## src/rtl/time_set_ctrl_pkg.sv

```systemverilog
// Shared types and constants for the time-of-day set controller.
//   mode_e  : display/edit mode encoding (RUN, SET_HR, SET_MIN)
//   hms_t   : packed hours/minutes/seconds payload
//   wrap_inc: increment-with-wrap helper used by every time field
package time_set_ctrl_pkg;

    localparam int unsigned HR_W        = 5;
    localparam int unsigned MS_W        = 6;
    localparam int unsigned MAX_HR      = 23;
    localparam int unsigned MAX_MIN_SEC = 59;

    typedef enum logic [1:0] {
        RUN     = 2'd0,
        SET_HR  = 2'd1,
        SET_MIN = 2'd2
    } mode_e;

    typedef struct packed {
        logic [HR_W-1:0] hr;
        logic [MS_W-1:0] mn;
        logic [MS_W-1:0] sc;
    } hms_t;

    // Returns v+1, or 0 once v has reached max.
    function automatic logic [MS_W-1:0] wrap_inc(input logic [MS_W-1:0] v,
                                                 input logic [MS_W-1:0] max);
        return (v >= max) ? '0 : v + MS_W'(1);
    endfunction

endpackage

```

## src/rtl/time_set_ctrl_tick_prescaler.sv

```systemverilog
// Divides clk down to a one-per-second strobe.
//   clk  : system clock
//   rst  : async active-high reset, count returns to 0
//   clr  : synchronous restart of the count from 0
//   tick : high while the count sits at TICKS_PER_SEC-1 (consumer registers it)
module tick_prescaler #(
    parameter int unsigned TICKS_PER_SEC = 10000
) (
    input  logic clk,
    input  logic rst,
    input  logic clr,
    output logic tick
);

    localparam int unsigned CNT_W = (TICKS_PER_SEC > 1) ? $clog2(TICKS_PER_SEC) : 1;
    localparam logic [CNT_W-1:0] LAST = CNT_W'(TICKS_PER_SEC - 1);

    logic [CNT_W-1:0] cnt_q;
    logic [CNT_W-1:0] cnt_d;

    assign tick = (cnt_q == LAST);

    // Next count: wrap after the last value or on an explicit restart.
    always_comb begin
        cnt_d = cnt_q + CNT_W'(1);
        if (clr || tick) begin
            cnt_d = '0;
        end
    end

    always_ff @(posedge clk or posedge rst) begin
        if (rst) begin
            cnt_q <= '0;
        end else begin
            cnt_q <= cnt_d;
        end
    end

endmodule

```

## src/rtl/time_set_ctrl.sv

```systemverilog
// Clock time keeper with a two-button set interface.
//   clk, rst         : system clock, async active-high reset
//   btn_mode         : one-cycle pulse, cycles RUN -> SET_HR -> SET_MIN -> RUN
//   btn_inc          : one-cycle pulse, increments the field being set
//   hours/minutes/seconds : current time of day
//   mode             : current mode (mode_e encoding)
//   sec_tick         : one-cycle pulse per second
//   blink            : blink enable for the field being set
//   day_tick         : one-cycle pulse on the midnight rollover
module time_set_ctrl
    import time_set_ctrl_pkg::*;
#(
    parameter int unsigned TICKS_PER_SEC = 10000
) (
    input  logic            clk,
    input  logic            rst,
    input  logic            btn_mode,
    input  logic            btn_inc,
    output logic [HR_W-1:0] hours,
    output logic [MS_W-1:0] minutes,
    output logic [MS_W-1:0] seconds,
    output logic [1:0]      mode,
    output logic            sec_tick,
    output logic            blink,
    output logic            day_tick
);

    mode_e mode_q, mode_d;
    hms_t  time_q, time_d;
    logic  blink_q, blink_d;
    logic  sec_tick_q, sec_tick_d;
    logic  day_tick_q, day_tick_d;

    logic  presc_tick_c;
    logic  presc_clr_c;
    logic  at_midnight_c;

    tick_prescaler #(
        .TICKS_PER_SEC(TICKS_PER_SEC)
    ) u_prescaler (
        .clk (clk),
        .rst (rst),
        .clr (presc_clr_c),
        .tick(presc_tick_c)
    );

    assign at_midnight_c = (time_q.hr == HR_W'(MAX_HR))
                        && (time_q.mn == MS_W'(MAX_MIN_SEC))
                        && (time_q.sc == MS_W'(MAX_MIN_SEC));

    // Next-state and output logic; btn_mode always wins over btn_inc and ticks.
    always_comb begin
        mode_d      = mode_q;
        time_d      = time_q;
        blink_d     = blink_q;
        day_tick_d  = 1'b0;
        presc_clr_c = 1'b0;

        unique case (mode_q)
            RUN: begin
                blink_d = 1'b0;
                if (btn_mode) begin
                    mode_d      = SET_HR;
                    time_d.sc   = '0;
                    presc_clr_c = 1'b1;
                    blink_d     = 1'b1;
                end else if (presc_tick_c) begin
                    time_d.sc = wrap_inc(time_q.sc, MS_W'(MAX_MIN_SEC));
                    if (time_q.sc == MS_W'(MAX_MIN_SEC)) begin
                        time_d.mn = wrap_inc(time_q.mn, MS_W'(MAX_MIN_SEC));
                        if (time_q.mn == MS_W'(MAX_MIN_SEC)) begin
                            time_d.hr = HR_W'(wrap_inc(MS_W'(time_q.hr), MS_W'(MAX_HR)));
                        end
                    end
                    day_tick_d = at_midnight_c;
                end
            end
            SET_HR: begin
                if (btn_mode) begin
                    mode_d  = SET_MIN;
                    blink_d = 1'b1;
                end else begin
                    if (btn_inc) begin
                        time_d.hr = HR_W'(wrap_inc(MS_W'(time_q.hr), MS_W'(MAX_HR)));
                    end
                    if (presc_tick_c) begin
                        blink_d = ~blink_q;
                    end
                end
            end
            SET_MIN: begin
                if (btn_mode) begin
                    // Restart the second so RUN resumes on a full-second boundary.
                    mode_d      = RUN;
                    blink_d     = 1'b0;
                    presc_clr_c = 1'b1;
                end else begin
                    if (btn_inc) begin
                        time_d.mn = wrap_inc(time_q.mn, MS_W'(MAX_MIN_SEC));
                    end
                    if (presc_tick_c) begin
                        blink_d = ~blink_q;
                    end
                end
            end
            default: begin
                mode_d  = RUN;
                blink_d = 1'b0;
            end
        endcase

        // A tick coinciding with a prescaler restart is dropped.
        sec_tick_d = presc_tick_c && !presc_clr_c;
    end

    always_ff @(posedge clk or posedge rst) begin
        if (rst) begin
            mode_q     <= RUN;
            time_q     <= '0;
            blink_q    <= 1'b0;
            sec_tick_q <= 1'b0;
            day_tick_q <= 1'b0;
        end else begin
            mode_q     <= mode_d;
            time_q     <= time_d;
            blink_q    <= blink_d;
            sec_tick_q <= sec_tick_d;
            day_tick_q <= day_tick_d;
        end
    end

    assign hours    = time_q.hr;
    assign minutes  = time_q.mn;
    assign seconds  = time_q.sc;
    assign mode     = mode_q;
    assign sec_tick = sec_tick_q;
    assign blink    = blink_q;
    assign day_tick = day_tick_q;

endmodule

```

## config.mk

```make
export PLATFORM = sky130hd
export DESIGN_NAME = time_set_ctrl
export DESIGN_NICKNAME = d
export VERILOG_FILES = /design/src/rtl/time_set_ctrl_pkg.sv /design/src/rtl/time_set_ctrl_tick_prescaler.sv /design/src/rtl/time_set_ctrl.sv
export SDC_FILE = /design/constraint.sdc
export NUM_CORES = 1
export LEC_CHECK = 0
export BUFFER_PORTS_ARGS = -buffer_cell sky130_fd_sc_hd__buf_2
export CAP_MARGIN = 5
export CELL_PAD_IN_SITES_DETAIL_PLACEMENT = 2
export CELL_PAD_IN_SITES_GLOBAL_PLACEMENT = 2
export CORE_MARGIN = 2
export CORE_UTILIZATION = 38
export CTS_CLUSTER_DIAMETER = 40
export DETAILED_ROUTE_END_ITERATION = 16
export GPL_ROUTABILITY_DRIVEN = 0
export PLACE_DENSITY = 0.82
export SKIP_CTS_REPAIR_TIMING = 1
export SYNTH_ARGS = -nofsm -noshare
export SYNTH_HDL_FRONTEND = slang
export SYNTH_SLANG_ARGS = --single-unit
```

## constraint.sdc

```tcl
create_clock -name clk -period 4 [get_ports clk]
set_input_delay 0.2 -clock clk [delete_from_list [all_inputs] [get_ports clk]]
set_output_delay 0.2 -clock clk [all_outputs]
set_load 0.01 [all_outputs]
```

## Word level (Yosys, flattened, before mapping)

Cells that the tools add are included.

| word-level totals | value |
|---|---|
| flip-flop bits (word level) | 36 |
| input bits | 4 |
| word-level logic and storage cells | 75 |

| cells by class | value |
|---|---|
| $add $sub $neg | 4 |
| magnitude comparators | 3 |
| equal/unequal tests | 17 |
| mux-type cells | 28 |
| bitwise gates (word level) | 1 |
| reduce and logical (&&, ||, !) cells | 14 |

Operators with widths:

| operator | number |
|---|---|
| $mux W6 | 5 |
| $mux W11 | 2 |
| $ne A2 B2 Y1 const B | 11 |
| $mux W5 | 4 |
| $mux W17 | 1 |
| $add A14 B1 Y14 const B | 1 |
| $eq A14 B14 Y1 const B | 1 |
| $mux W14 | 1 |
| $add A6 B1 Y6 const B | 2 |
| $eq A6 B6 Y1 const B | 2 |
| $ge A6 B6 Y1 const B | 2 |
| $pmux W6 S2 | 1 |
| $pmux W5 S2 | 1 |
| $mux W1 | 8 |
| $reduce_and A7 Y1 | 1 |
| $mux W2 | 3 |
| $pmux W2 S3 | 1 |
| $reduce_and A6 Y1 | 1 |
| $reduce_bool A2 Y1 | 3 |
| $add A5 B1 Y5 const B | 1 |
| $eq A5 B5 Y1 const B | 1 |
| $ge A5 B5 Y1 const B | 1 |
| $logic_and A1 B1 Y1 | 3 |
| $pmux W1 S3 | 1 |
| 9 further kinds | 9 |

## Logic depth before layout (Yosys ltp)

| depth | value |
|---|---|
| depth in word-level cells | 7 |
| gate-level depth with buffers | 7 |

## By module

Synthesis repeated with hierarchy kept, for this count alone.

| second synthesis, totals | value |
|---|---|
| cells, all modules | 203 |
| area total of the unflattened synthesis | 1951.9 um^2 |

By module, submodules not included:

| module | times used | cells an instance | area an instance (um^2) |
|---|---|---|---|
| time_set_ctrl | 1 | 132 | 1226.2 |
| tick_prescaler | 1 | 71 | 725.7 |

## Worst setup path before layout

No wires, ideal clock.

| path | value |
|---|---|
| path type | reg-to-reg |
| start point | register time_q, in the netlist seconds[0] |
| end point | register time_q, in the netlist hours[1] |
| data arrival time | 1.887 ns |
| required time | 3.872 ns |
| path slack | 1.985 ns |
| stages on the path, launching flop included | 7 |
| path buffers | 0 |
| period minus slack after synthesis | 2.015 ns |
| cells stage by stage | dfrtp_1 ha_1 nand2b_1 nor4_1 a21boi_1 or2_1 mux2_1 |

| on the way | value |
|---|---|
| longest elaborated chain between the ends | 3 |

Ends and longest elaborated chain:

| item | line | text |
|---|---|---|
| start, declared | time_set_ctrl.sv:29 | `hms_t time_q, time_d;` |
| start signal, assigned | time_set_ctrl.sv:125 | `time_q <= time_d;` |
| $eq A6 B6 Y1 | time_set_ctrl.sv:69 | `if (time_q.sc == MS_W'(MAX_MIN_SEC)) begin` |
| $ne A2 B2 Y1 (no line) | - |  |
| $reduce_and A7 Y1 (no line) | - |  |

No other way between the ends.
A chain may end at the register's enable or synchronous reset.

## Worst setup path in the final report

| path | value |
|---|---|
| start point | register u_prescaler.cnt_q[0] |
| end point | register time_q, in the netlist minutes[4] |

| on the way | value |
|---|---|
| longest elaborated chain between the ends | 3 |

Ends and longest elaborated chain:

| item | line | text |
|---|---|---|
| start, declared | time_set_ctrl_tick_prescaler.sv:18 | `logic [CNT_W-1:0] cnt_q;` |
| start signal, assigned | time_set_ctrl_tick_prescaler.sv:35 | `cnt_q <= cnt_d;` |
| $eq A14 B14 Y1 | time_set_ctrl_tick_prescaler.sv:21 | `assign tick = (cnt_q == LAST);` |
| $ne A2 B2 Y1 (no line) | - |  |
| $reduce_and A6 Y1 (no line) | - |  |

No other way between the ends.

==> metrics.md <==
| Metric | Value |
|---|---|
| Status | completed |
| Clock sink count | 36 |
| Clock H-tree levels | 2 |
| Crit share post-route | a little over three fifths |
| Synth top area share | 47.7% |
| Worst-path clk slew | about 0.080 ns |
| Num ports | 26 |
| Critical path cell sequence | ha_1, nand3_1, nor4_1, a32oi_1, o31ai_1, o31ai_1 |
| Syn avg cell area | 9.40 um^2 |
| Yosys reg bits | 36 |
| Diodes inserted | 0 |
| Overflow after GRT | 0 |
| Reg2Reg Depth | 6 |
| Synth Instances | between 200 and 250 |
| Area Overhead vs Synth | 15.4% |
| End of the worst register-to-register path | minutes[4] |
| Maximum buffer depth of the clock tree | 2 |
| Placed Instances | 288 |
| Drt first-iter violations | 39 |
| Logic pwr share | ~29% |
| Internal | about 770 uW |
| P_leak | 0.995 nW |
| Clock latency on the worst-skew pair | 0.29 ns |
| CTS Buf Count | 5 |
| Largest net degree at the start of global routing | 37 |
| Post-route setup slack | 1.50 ns |
| Crit path kind | reg2reg |
| Ys Warns | 0 |
| Nets | around 240 |
| Syn Std Cell Area | 1890 um^2 |
| Fin cells | 296 |
| Slew HR | 37.1% |
| Synth area leader | dfrtp_1 |
| Setup TNS | 0 ns |
| Dpl hpwl | 3870 um |
| Fill count | 526 |
| Critical path arrival | between 2 and 3 ns |
| Post-Layout Inst Area | 2180 um^2 |
| VDD IR-drop max | 0.181 mV |
| Post-synthesis net count | around 210 |
| Switching Fraction | 37.9% |
| Final hold slack | roughly 0.0017 ns |
| Dpl cell area | 2070 um^2 |
| Unrepaired setup endpoints after global routing | false |
| CP max FO | 12 |
| GRT Total Usage | a little over a fifth |
| Primary FF master, synth | dfrtp_1 |
| Final Power | between 1 and 1.5 mW |
| PwrDens | 566 nW/um^2 |
| R2r setup slk | roughly 1.5 ns |
| Core area | around 4800 um^2 |
| Sequential fraction of the synthesis area | 47.7% |
| PortBufs | 25 |
| DP Worst Slack | approximately 1.6 ns |
| Root Buffer | clkbuf_8 |
| Final Max Slew Viols | 0 |
| Die X | 74.5 um |
| Critical Path RT | about 4 ns |
| DIE AREA | between 5000 and 6000 um^2 |
| Initial DRT Pass Iterations | 4 |
| Sequential power share | 44.9% |
| Worst Setup End Kind | register |
| Final hold violations | 0 |
| FF-to-FF Start | u_prescaler.cnt_q[0] |
| Detail Route Antenna Nets | 0 |
| Post-DR vias/cell | 5.39 |
| Total wire length | 5220 um |
| Share of layout cells above drive strength 1 | approximately 17% |
| Drt wl/cell | 17.6 um |
| Most frequent CP cell | o31ai_1 |
| Vias | 1595 |
| Post-synthesis async set-or-reset flop share | 100% |
| Final Util | 45.8% |
| Clock skew | 0.0116 ns |
| Max Clk Rate | about 400 MHz |
| Critical Path Max Stage Delay | approximately 0.54 ns |
| Worst-margin pin slew | approximately 0.94 ns |
| Initial Util | 39.7% |
| Top cells by area, synth | dfrtp_1 48%, nor2_1 5.0%, nand2_1 4.6% |
| Slowest cell on the critical path | nor4_1 |
| Antenna violations before repair | 0 |
| Post-synth EDFFs | 0 |
| Die Ht | 74.5 um |
| DRC violations left | 0 |
| Hold Path Class | in2async |
| Clock group share of total power | 26.2% |
| Tmin final | 2.50 ns |
| CP startpoint kind | register |
| Synth cell types | between 40 and 50 |
| FP Rows | 25 |
| Max-Cap Viols | 0 |
| CTS tree | done |
| First-pass GRT wire length | about 8600 um |
| Vias in the first global route | ~1700 |
| Final setup fails | 0 |
| Switching pwr | 468 uW |
[worst max-delay path, delay by kind of cell, from the launching register on]
kind                     cells  cell delay [ns]
AO/OA/AOI/OAI                3             1.00
adder cells (fa/ha/maj)      1             0.23
flip-flops                   1             0.41
AND/OR/NAND/NOR              2             0.69
[cell usage after synthesis, types with 2 or more instances]
cell,instances
dfrtp_1,36
nor2_1,25
nand2_1,23
o21ai_0,12
nand3_1,10
and3_1,8
o21ai_1,8
xor2_1,8
o31ai_1,7
xnor2_1,7
inv_1,5
ha_1,4
nand2b_1,4
a21oi_1,3
buf_2,3
nor3_1,3
or3_1,3
a32oi_1,2
clkbuf_1,2
nand4_1,2
nor2b_1,2
nor3b_1,2
nor4_1,2
or2_1,2
[power groups by stage]
stage	sequential (mW)	combinational, mW	clock (mW)
after CTS	0.556	0.366	0.326
after detailed placement	0.563	0.360	0
final	0.555	0.356	0.323
after global placement	0.544	0.329	0
after floorplan	0.537	0.236	0
after global routing	0.571	0.404	0.344
[cell usage in the layout (no fill, tap or decap), types with 2 or more instances in the layout]
cell type	synthesis	routed
buf_2	3	25
nand4_1	2	2
or3_1	3	3
nor3b_1	2	2
inv_1	5	5
o21ai_0	12	12
nor3_1	3	3
dfrtp_1	36	36
o21ai_1	8	8
nor4_1	2	2
xor2_1	8	8
clkbuf_8	0	5
o31ai_1	7	7
nand3_1	10	10
nand2b_1	4	4
and3_1	8	8
nor2b_1	2	2
nand2_1	23	23
or2_1	2	2
xnor2_1	7	7
a32oi_1	2	2
nor2_1	25	25
ha_1	4	4
a21oi_1	3	3
[state kept, by name, summed over array words and instances, names as in the netlist]
register / count
blink: 1
day_tick: 1
hours: 5
minutes: 6
mode: 2
sec_tick: 1
seconds: 6
u_prescaler.cnt_q: 14
[layout make-up]
class	count	area [um^2]	area share (%)
clock buffer	6	72.6	3.33
clock inverter	2	35.0	1.61
inverter	5	18.8	0.861
multi-input combinational	154	936	42.9
sequential	36	901	41.3
tap	67	83.8	3.85
timing repair buffer	26	133	6.08
[how the worst max path moves through the flow]
stage | end | slack, ns | startpoint
after detailed placement | minutes[4] | 1.59 | u_prescaler.cnt_q[0]
final | minutes[4] | 1.50 | u_prescaler.cnt_q[0]
after CTS | minutes[4] | 1.53 | u_prescaler.cnt_q[0]
after global routing | minutes[4] | 1.27 | u_prescaler.cnt_q[0]
after floorplan | hours[1] | 1.99 | seconds[0]
after global placement | u_prescaler.cnt_q[8] | 1.79 | u_prescaler.cnt_q[7]
[metal layers]
| metal | part of all wire (%) | up-vias | track usage, % | wire length, um |
|---|---|---|---|---|
| met5 | 0 | - | 0 | 0 |
| met3 | 2.3 | 6 | 4.20 | 121 |
| li1 | - | 759 | - | - |
| met2 | 54 | 20 | 38.4 | 2820 |
| met1 | 43 | 810 | 24.4 | 2220 |
| met4 | 1.0 | 0 | 5.75 | 53 |
[cell families (layout without fill, tap and decap cells)]
| group | Yosys count | count (layout) | share of synthesized area (%) |
|---|---|---|---|
| adder cells (fa/ha/maj) | 4 | 4 | 2.65 |
| flip-flops | 36 | 36 | 47.7 |
| multiplexers | 1 | 1 | 0.596 |
| XOR/XNOR | 15 | 15 | 6.95 |
| AND/OR/NAND/NOR | 94 | 94 | 25.8 |
| buffers and inverters | 11 | 39 | 2.78 |
| AO/OA/AOI/OAI | 40 | 40 | 13.5 |
Power figures use the tool's default switching activity.
